==> config.mk <==
export PLATFORM = sky130hd
export DESIGN_NAME = player_motion_ctrl_flat
export DESIGN_NICKNAME = d
export VERILOG_FILES = /design/src/rtl/player_motion_ctrl_if.sv /design/src/rtl/player_motion_ctrl.sv /design/src/flat_wrapper.sv
export SDC_FILE = /design/constraint.sdc
export NUM_CORES = 1
export LEC_CHECK = 0
export BUFFER_PORTS_ARGS = -buffer_cell sky130_fd_sc_hd__buf_2
export CORE_MARGIN = 5
export CORE_UTILIZATION = 52
export DETAILED_ROUTE_END_ITERATION = 10
export HOLD_SLACK_MARGIN = 0.1
export PLACE_DENSITY = 0.77
export SYNTH_ARGS = -nofsm -noshare
export SYNTH_HDL_FRONTEND = slang
export SYNTH_SLANG_ARGS = --single-unit
==> constraint.sdc <==
create_clock -name clk -period 2 [get_ports clk]
set_input_delay 0.2 -clock clk [delete_from_list [all_inputs] [get_ports clk]]
set_output_delay 0.2 -clock clk [all_outputs]
set_load 0.005 [all_outputs]
==> src/rtl/player_motion_ctrl_if.sv <==
// player_motion_ctrl_if: frame tick, key, collision and pause inputs
// plus the integrator command outputs; master drives inputs, slave is the DUT.
interface player_motion_ctrl_if;
  logic       startOfFrame;
  logic       keyLeftN;
  logic       keyRightN;
  logic       collision;
  logic       pauseReq;
  logic       moveLeftN;
  logic       moveRightN;
  logic [7:0] xSpeed;
  logic       paused;
  logic       stunned;

  modport master (
    output startOfFrame,
    output keyLeftN,
    output keyRightN,
    output collision,
    output pauseReq,
    input  moveLeftN,
    input  moveRightN,
    input  xSpeed,
    input  paused,
    input  stunned
  );

  modport slave (
    input  startOfFrame,
    input  keyLeftN,
    input  keyRightN,
    input  collision,
    input  pauseReq,
    output moveLeftN,
    output moveRightN,
    output xSpeed,
    output paused,
    output stunned
  );
endinterface

==> src/rtl/player_motion_ctrl.sv <==
// player_motion_ctrl: per-frame left/right arbitration, speed ramp,
// post-collision stun and pause state for the player position integrator.
// Ports: clk; resetN (async, active-low); bus (slave side of
// player_motion_ctrl_if: startOfFrame/keys/collision/pauseReq in,
// moveLeftN/moveRightN/xSpeed/paused/stunned out, all registered).
module player_motion_ctrl #(
  parameter int unsigned MIN_SPEED   = 4,
  parameter int unsigned ACCEL       = 2,
  parameter int unsigned MAX_SPEED   = 16,
  parameter int unsigned STUN_FRAMES = 8
) (
  input logic                 clk,
  input logic                 resetN,
  player_motion_ctrl_if.slave bus
);

  typedef enum logic [2:0] {
    IDLE   = 3'd0,
    MOVE_L = 3'd1,
    MOVE_R = 3'd2,
    STUN   = 3'd3,
    PAUSE  = 3'd4
  } state_t;

  typedef enum logic {
    DIR_L = 1'b0,
    DIR_R = 1'b1
  } dir_t;

  localparam logic [7:0] MIN_V   = 8'(MIN_SPEED);
  localparam logic [7:0] ACC_V   = 8'(ACCEL);
  localparam logic [7:0] MAX_V   = 8'(MAX_SPEED);
  localparam logic [7:0] STUN_LD = 8'(STUN_FRAMES - 1);

  state_t     state;
  state_t     state_d;
  state_t     start_st;
  logic [7:0] speed;
  logic [7:0] speed_d;
  logic [7:0] start_spd;
  logic [7:0] cnt;
  logic [7:0] cnt_d;
  logic       pend;
  logic       pend_d;
  logic       key_l;
  logic       key_r;
  dir_t       last_dir;
  logic       press_l;
  logic       press_r;
  logic       want_l;
  logic       want_r;
  logic [8:0] sum;
  logic [7:0] ramp;
  logic       moving_d;

  // Key history: a press is the registered level going 1 -> 0.
  assign press_l = key_l & ~bus.keyLeftN;
  assign press_r = key_r & ~bus.keyRightN;

  always_ff @(posedge clk or negedge resetN) begin
    if (!resetN) begin
      key_l    <= 1'b1;
      key_r    <= 1'b1;
      last_dir <= DIR_R;
    end else begin
      key_l <= bus.keyLeftN;
      key_r <= bus.keyRightN;
      if (press_l && !press_r)
        last_dir <= DIR_L;
      else if (press_r && !press_l)
        last_dir <= DIR_R;
    end
  end

  // Both held: the most recently pressed key wins.
  assign want_l = ~key_l & (key_r | (last_dir == DIR_L));
  assign want_r = ~key_r & (key_l | (last_dir == DIR_R));

  // 9-bit sum so the ramp saturates instead of wrapping.
  assign sum  = {1'b0, speed} + {1'b0, ACC_V};
  assign ramp = (sum > {1'b0, MAX_V}) ? MAX_V : sum[7:0];

  // Where a tick would go if motion (re)started from rest.
  always_comb begin
    start_st  = IDLE;
    start_spd = '0;
    unique case (1'b1)
      want_l: begin
        start_st  = MOVE_L;
        start_spd = MIN_V;
      end
      want_r: begin
        start_st  = MOVE_R;
        start_spd = MIN_V;
      end
      default: ;
    endcase
  end

  always_comb begin
    state_d = state;
    speed_d = speed;
    cnt_d   = cnt;
    pend_d  = pend | bus.collision;
    if (state == STUN || state == PAUSE)
      pend_d = 1'b0;
    if (bus.pauseReq) begin
      pend_d  = 1'b0;
      speed_d = '0;
      state_d = (state == PAUSE) ? IDLE : PAUSE;
    end else if (bus.startOfFrame) begin
      unique case (state)
        PAUSE: ;
        STUN: begin
          if (cnt == 8'd0) begin
            state_d = start_st;
            speed_d = start_spd;
          end else begin
            cnt_d = cnt - 8'd1;
          end
        end
        default: begin
          if (pend) begin
            state_d = STUN;
            speed_d = '0;
            cnt_d   = STUN_LD;
            pend_d  = 1'b0;
          end else if (start_st == IDLE) begin
            state_d = IDLE;
            speed_d = '0;
          end else if (start_st != state) begin
            state_d = start_st;
            speed_d = MIN_V;
          end else begin
            speed_d = ramp;
          end
        end
      endcase
    end
  end

  always_ff @(posedge clk or negedge resetN) begin
    if (!resetN) begin
      state <= IDLE;
      speed <= '0;
      cnt   <= '0;
      pend  <= 1'b0;
    end else begin
      state <= state_d;
      speed <= speed_d;
      cnt   <= cnt_d;
      pend  <= pend_d;
    end
  end

  assign moving_d = (state_d == MOVE_L) || (state_d == MOVE_R);

  // Outputs are flops decoded from the next state so they
  // track the state register exactly.
  always_ff @(posedge clk or negedge resetN) begin
    if (!resetN) begin
      bus.moveLeftN  <= 1'b1;
      bus.moveRightN <= 1'b1;
      bus.xSpeed     <= '0;
      bus.paused     <= 1'b0;
      bus.stunned    <= 1'b0;
    end else begin
      bus.moveLeftN  <= (state_d != MOVE_L);
      bus.moveRightN <= (state_d != MOVE_R);
      bus.xSpeed     <= moving_d ? speed_d : 8'd0;
      bus.paused     <= (state_d == PAUSE);
      bus.stunned    <= (state_d == STUN);
    end
  end

endmodule

==> src/flat_wrapper.sv <==
// flat-port wrapper written by rule: the top's interface ports become plain ports
module player_motion_ctrl_flat 
#(
  parameter int unsigned MIN_SPEED   = 4,
  parameter int unsigned ACCEL       = 2,
  parameter int unsigned MAX_SPEED   = 16,
  parameter int unsigned STUN_FRAMES = 8
)
  (clk, resetN, bus_startOfFrame, bus_keyLeftN, bus_keyRightN, bus_collision, bus_pauseReq, bus_moveLeftN, bus_moveRightN, bus_xSpeed, bus_paused, bus_stunned);
  player_motion_ctrl_if bus_i ();
  input logic clk;
  input logic resetN;
  input wire logic [$bits(bus_i.startOfFrame)-1:0] bus_startOfFrame;
  input wire logic [$bits(bus_i.keyLeftN)-1:0] bus_keyLeftN;
  input wire logic [$bits(bus_i.keyRightN)-1:0] bus_keyRightN;
  input wire logic [$bits(bus_i.collision)-1:0] bus_collision;
  input wire logic [$bits(bus_i.pauseReq)-1:0] bus_pauseReq;
  output wire logic [$bits(bus_i.moveLeftN)-1:0] bus_moveLeftN;
  output wire logic [$bits(bus_i.moveRightN)-1:0] bus_moveRightN;
  output wire logic [$bits(bus_i.xSpeed)-1:0] bus_xSpeed;
  output wire logic [$bits(bus_i.paused)-1:0] bus_paused;
  output wire logic [$bits(bus_i.stunned)-1:0] bus_stunned;
  assign bus_i.startOfFrame = bus_startOfFrame;
  assign bus_i.keyLeftN = bus_keyLeftN;
  assign bus_i.keyRightN = bus_keyRightN;
  assign bus_i.collision = bus_collision;
  assign bus_i.pauseReq = bus_pauseReq;
  assign bus_moveLeftN = bus_i.moveLeftN;
  assign bus_moveRightN = bus_i.moveRightN;
  assign bus_xSpeed = bus_i.xSpeed;
  assign bus_paused = bus_i.paused;
  assign bus_stunned = bus_i.stunned;
  player_motion_ctrl #(.MIN_SPEED(MIN_SPEED), .ACCEL(ACCEL), .MAX_SPEED(MAX_SPEED), .STUN_FRAMES(STUN_FRAMES)) u_core (.clk(clk), .resetN(resetN), .bus(bus_i));
endmodule
==> flow_summary_export.csv, run 1 <==
group,metric,value,unit
timing,worst_slack,0.113,ns
die,num_io_pins,19,
timing,clock_skew,0.00659,ns
finish,fin_cells,283,
die,initial_core_util,52.7,%
timing,finalHoldViolations,0,
yosys,syn-num-nets,204,
worst_setup_path,r2r_slack,0.11,ns
global_routing,grt_pass1_vias,1483,
timing,rsz0062_at_grt,"true",
die,fp.dieH,70.5,um
clocking,tritoncts,"built",
yosys,async_reset_ff_share,100,%
placed_design,dp_slack,0.00787,ns
worst_setup_path,end_kind,"register",
drt,viasPerCell,5.60,
timing,slew_headroom,49.6,%
drt,routed_wl,4.19,mm
yosys,yosys_warnings,0,
drt,dr.pass1.iters,4,
placed_design,io_buffers,18,
yosys,ys_types,52,
die,core_region_area,3610,sq um
yosys,synth_top_family_by_area,"simple AND/OR/NAND/NOR gates",
yosys,yosysTopAreaCellShare,39.5,%
global_routing,grt-ovfl-total,0,
drt,drt-wirelength-per-cell,14.8,um
hold_path,holdCritPathClass,"primary input to register",
clocking,cts_max_level,2,
flow_run,drv_cap,0,
yosys,syn_avg_cell_area,9.80,sq um
worst_setup_path,start_kind,"register",
finish,multi_input_area,1030,sq um
yosys,synth_edf_count,0,
die,die_area,4970,sq um
hold_path,min_path_cells,3,
finish,seqCellArea,883,sq um
yosys,postSynthCellCount,194,
finish,final_cell_mix,"29 x dfrtp_1, 23 x nor2_1, 19 x buf_4",
timing,drv_slew,0,
global_routing,antenna_found_initial,0,
global_routing,grt_usage,17.6,%
placed_design,dp.cells,267,
worst_setup_path,cp_cell_sequence,"and3b_1 -> nor2_2 -> o311a_1 -> o32ai_4 -> nor3_2 -> and2_1",
drt,antenna_left,0,
finish,fin_nets,244,
timing,period_share,94.3,%
clocking,cts_buffers,5,
worst_setup_path,arrival,2.07,ns
yosys,netlist_area,1900,sq um
yosys,yosysSeqAreaShare,46.4,%
clocking,insertion_delay,0.29,ns
clocking,cts_buffer_depth,2,
power,powerDensity,893,nW/um^2
yosys,synth_ff_type,"dfrtp_1",
worst_setup_path,cp_max_fo,8,
die,rows,22,
hold_path,hp-start,"bus_collision",
clocking,clk_pin_slew,0.07,ns
yosys,synth_compound_area_share,19.3,%
finish,fillerInstances,287,
placed_design,place_congestion,0.874,
power,power,2100,uW
power,power.leakage,0.00106,uW
drt,drt-initial-drc-count,108,
placed_design,hpwlAfterDp,2.88,mm
power,ir_drop,522,uV
die,die_x,70.5,um
worst_setup_path,worstRegToRegCells,6,
finish,drive_gt1_share,31.1,%
yosys,synth_xor_area_share,2.30,%
timing,setup_viol,0,
yosys,yosysTopAreaCell,"dfrtp_1",
drt,via_count,1584,
worst_setup_path,crit_required,2.18,ns
worst_setup_path,cp_slowest_stage_delay,0.51,ns
yosys,synth_fa_ha_area_share,1.97,%
hold_path,whs_endpoint,"u_core.pend",
timing,max_freq,530,MHz
yosys,muxShareOfSynthArea,1.18,%
finish,syn_to_final_growth,23.6,%
worst_setup_path,critPathKind,"register to register",
global_routing,grt_pass1_wl,6.89,mm
timing,layout_min_cycle_time,1.89,ns
finish,antenna_cells,0,
status,status,"completed",
yosys,synth-simple-area-share,25.7,%
finish,final_common_cell,"dfrtp_1",
clocking,cts_root_buffer,"clkbuf_8",
worst_setup_path,slowest_stage,"dfrtp_1",
worst_setup_path,reg2reg_from,"u_core.state[1]",
yosys,synth.area.top_cells,"dfrtp_1 39%, dfstp_2 6.9%, nor2_1 4.7%",
worst_setup_path,r2r_end,"u_core.bus.xSpeed[5]",
drt,drcViolationCount,0,
yosys,synth_seq_cells,35,
global_routing,grt_max_degree,36,
clocking,cts_sinks,35,
timing,tightest_slew,0.756,ns
## Yosys cell counts (2+ instances only)
cell type,count
dfrtp_1,30
nor2_1,24
o21ai_0,13
nand2_1,12
nor2b_1,10
and2_1,9
nor3_1,7
a21oi_1,6
inv_1,6
dfstp_2,5
buf_2,4
nand2b_1,4
o21ai_1,4
xor2_1,4
a32o_1,3
ha_1,3
nand3_1,3
nand3b_1,3
nand4_1,3
nor3_2,3
o31ai_1,3
and3b_1,2
clkbuf_1,2
mux2_2,2
nor4_1,2
## through the flow
stage	cell area [sq um]	hold slack (ns)	TNS, ns	util, %
after floorplan	1900	-0.0956	0	-
final	2350	0.263	0	65.2
after detailed placement	2120	0.315	0	58.7
after CTS	2240	0.241	0	62.1
after global placement	2120	0.314	0	58.7
after global routing	2350	0.257	-0.0267	65.2
## worst max-delay path by stage
stage	from	to	slack (ns)
5_1_grt	u_core.cnt[1]	u_core.cnt[4]	-0.02
3_3_place_gp	u_core.cnt[1]	u_core.bus.xSpeed[6]	0.07
4_1_cts	u_core.cnt[1]	u_core.bus.xSpeed[5]	0.005
2_1_floorplan	u_core.cnt[0]	u_core.bus.xSpeed[0]	0.10
6_report	u_core.state[1]	u_core.bus.xSpeed[5]	0.11
3_5_place_dp	u_core.cnt[1]	u_core.bus.xSpeed[5]	0.008
## state kept, by name, indices dropped and copies added (netlist names), 3 cells and up
signal,flops
u_core.bus.xSpeed,8
u_core.cnt,8
u_core.speed,8
u_core.state,3
## critical path: cells and delay by family, from the launching register on
family	cells	cell delay, ns
flops	1	0.51
compound gates	2	0.61
simple gates	4	0.67
## metal layers
| layer | up-vias | global-route usage (%) | part of all wire (%) |
|---|---|---|---|
| met2 | 52 | 26.2 | 47 |
| met5 | - | 0 | 0 |
| met1 | 740 | 23.6 | 45 |
| met4 | 0 | 6.60 | 2.0 |
| met3 | 10 | 6.04 | 5.8 |
| li1 | 782 | - | - |
## repair_timing
action,4_1_cts,5_1_grt
buffers inserted,0,5
gates resized for setup,0,16
hold endpoints to repair,32,0
setup endpoints to repair,0,18
hold buffers,3,0
## final cells by class
cell class                      count  share of cell area, %
Timing Repair Buffer               40                   11.2
Sequential cell                    35                   37.6
Multi-Input combinational cell    146                   43.9
Inverter                            6                  0.958
Clock buffer                        7                   3.67
Clock inverter                      1                  0.213
Tap cell                           48                   2.55
## cell families (layout without fill, tap and decap cells)
logic type                 Yosys count  count (layout)
and+or+nand+nor                     88              88
AOI/OAI and AO/OA                   48              48
DFF                                 35              35
buffers and inverters               13              54
xor gates and xnor gates             5               5
adders and majority gates            3               3
muxes                                2               2
## power by group
part           switching, uW  internal (uW)  total (uW)
Combinational            382            317         700
Sequential              81.7            797         879
Clock                    244            277         521
Note: power is estimated with default switching activity, not from simulation.
==> inputs of run 2 (changes only) <==
--- a/config.mk
+++ b/config.mk
@@ -7,9 +7,11 @@
 export LEC_CHECK = 0
 export BUFFER_PORTS_ARGS = -buffer_cell sky130_fd_sc_hd__buf_2
+export CELL_PAD_IN_SITES_DETAIL_PLACEMENT = 1
+export CELL_PAD_IN_SITES_GLOBAL_PLACEMENT = 1
 export CORE_MARGIN = 5
-export CORE_UTILIZATION = 52
+export CORE_UTILIZATION = 41
 export DETAILED_ROUTE_END_ITERATION = 10
 export HOLD_SLACK_MARGIN = 0.1
-export PLACE_DENSITY = 0.77
+export PLACE_DENSITY = 0.78
 export SYNTH_ARGS = -nofsm -noshare
 export SYNTH_HDL_FRONTEND = slang
==> constraint.sdc (replaced) <==
create_clock -name clk -period 2 [get_ports clk]
set_input_delay 0.3 -clock clk [delete_from_list [all_inputs] [get_ports clk]]
set_output_delay 0.3 -clock clk [all_outputs]
set_load 0.005 [all_outputs]
==> run 2 against run 1 <==
  * Wire length grew 27%
  * Global-route usage shrank 0.33 points
  * Count of clock-buffer cells in the layout shrank 1
  * Register-to-register slack lost 0.06 ns
  * Cell area grew 3.9%
  * Total power grew 5.1%
  * Worst hold slack lost 0.19 ns
  * Combinational power grew 17%
  * Maximum frequency shrank 3.2%
  * Sequential cell count is the same
  * Via count grew 4.4%
==> flow_summary_export.csv, run 2 (same netlist as run 1, synthesis figures left out) <==
group,metric,value,unit
status,status,"completed",
clocking,tritoncts,"built",
worst_setup_path,r2r_slack,0.05,ns
timing,clock_skew,0.0107,ns
worst_setup_path,cp_max_fo,6,
finish,drive_gt1_share,36.5,%
global_routing,grt_max_degree,36,
power,ir_drop,508,uV
worst_setup_path,arrival,2.13,ns
flow_run,drv_cap,0,
worst_setup_path,reg2reg_from,"u_core.cnt[1]",
timing,layout_min_cycle_time,1.95,ns
global_routing,antenna_found_initial,0,
die,num_io_pins,19,
drt,antenna_left,0,
finish,antenna_cells,0,
placed_design,io_buffers,18,
die,core_region_area,4410,sq um
global_routing,grt_pass1_wl,8.61,mm
timing,finalHoldViolations,0,
clocking,cts_buffers,5,
timing,slew_headroom,49.4,%
die,rows,24,
global_routing,grt_pass1_vias,1796,
clocking,cts_buffer_depth,2,
finish,final_cell_mix,"31 x buf_4, 28 x dfrtp_1, 24 x nor2_1",
timing,tightest_slew,0.759,ns
drt,drt-wirelength-per-cell,18.0,um
finish,fin_cells,296,
timing,period_share,97.4,%
finish,reg_top3,"u_core.bus.xSpeed: 8 flops, u_core.cnt: 8 flops, u_core.speed: 8 flops",
worst_setup_path,end_kind,"register",
placed_design,dp.cells,274,
worst_setup_path,crit_path_start,"u_core.cnt[1]",
clocking,clk_pin_slew,0.08,ns
global_routing,grt_usage,17.3,%
finish,fillerInstances,508,
worst_setup_path,critPathKind,"register to register",
finish,fin_nets,253,
finish,design_area,2440,sq um
timing,setup_viol,0,
timing,setup_tns,0,ns
drt,via_count,1653,
placed_design,placed_cell_area,2150,sq um
power,powerDensity,903,nW/um^2
global_routing,grt-ovfl-total,0,
clocking,cts_root_buffer,"clkbuf_8",
placed_design,place_congestion,0.851,
clocking,cts_hold_buf,0,
worst_setup_path,crit_required,2.18,ns
timing,drv_slew,0,
hold_path,holdCritPathClass,"primary input to async pin",
drt,dr.pass1.iters,4,
die,fp.dieH,78.1,um
clocking,cts_sinks,35,
power,power.leakage,0.00111,uW
clocking,insertion_delay,0.30,ns
placed_design,hpwlAfterDp,3.59,mm
drt,drt-initial-drc-count,93,
finish,multi_input_area,1060,sq um
die,die_x,78.1,um
die,die_area,6100,sq um
timing,max_freq,513,MHz
clocking,cts_max_level,2,
drt,drcViolationCount,0,
die,initial_core_util,43.1,%
finish,syn_to_final_growth,28.5,%
drt,routed_wl,5.32,mm
timing,rsz0062_at_grt,"true",
finish,seqCellArea,885,sq um
finish,final_common_cell,"buf_4",
timing,holdWs,0.0690,ns
drt,viasPerCell,5.58,
worst_setup_path,start_kind,"register",
==> run 2: critical path: stages, from the launching register on <==
cell     delay (ns)
dfrtp_1        0.39
inv_2          0.09
ha_4           0.14
nor4b_4        0.20
buf_4          0.16
nand3_2        0.11
nand4_1        0.22
nor2_1         0.08
mux2_4         0.27
a22o_1         0.20
==> run 2: power by group <==
group,switching [uW],internal [uW],total [uW]
sequential,83.7,796,880
clock,265,243,509
combinational,445,373,818
total,794,1410,2210
==> run 2: through the flow <==
stage,worst slack (ns),utilization (%),power [uW]
finish,0.0514,55.4,2210
global route,-0.0614,55.4,2350
CTS,-0.0204,50.9,2080
detailed placement,-0.130,48.6,1560
global placement,-0.0978,48.6,1540
floorplan,0.104,-,1300
==> run 2: per-layer routing <==
layer	vias to the layer above	share of wire, %	GRT usage, %
li1	795	-	-
met4	0	1.4	4.56
met1	812	44	23.1
met3	7	4.6	4.12
met2	39	50	28.1
met5	-	0	0
==> run 2: path summary, 6_finish.rpt <==
kind	to	depth (start not counted)
setup / recovery	u_core.cnt[4]	9
hold / removal	u_core.state[0]	1
setup reg to reg	u_core.cnt[4]	9
hold reg to reg	u_core.last_dir	2
max in group asynchronous	u_core.state[1]	1
min in group clk	u_core.key_l	1
==> run 2: area by class of cell <==
class                   count  share of cell area [%]
clock buffers               6                    2.97
clock inverters             2                   0.512
inverters                   6                   0.922
multi-input cells         146                    43.5
flip-flops and latches     35                    36.2
well taps                  52                    2.66
repair buffers             49                    13.2
==> run 2: timing repair <==
action | CTS | global route
cloned | 0 | 0
buffers inserted | 0 | 14
gates resized for setup | 2 | 22
setup endpoints to repair | 4 | 15
pin swaps | 0 | 12
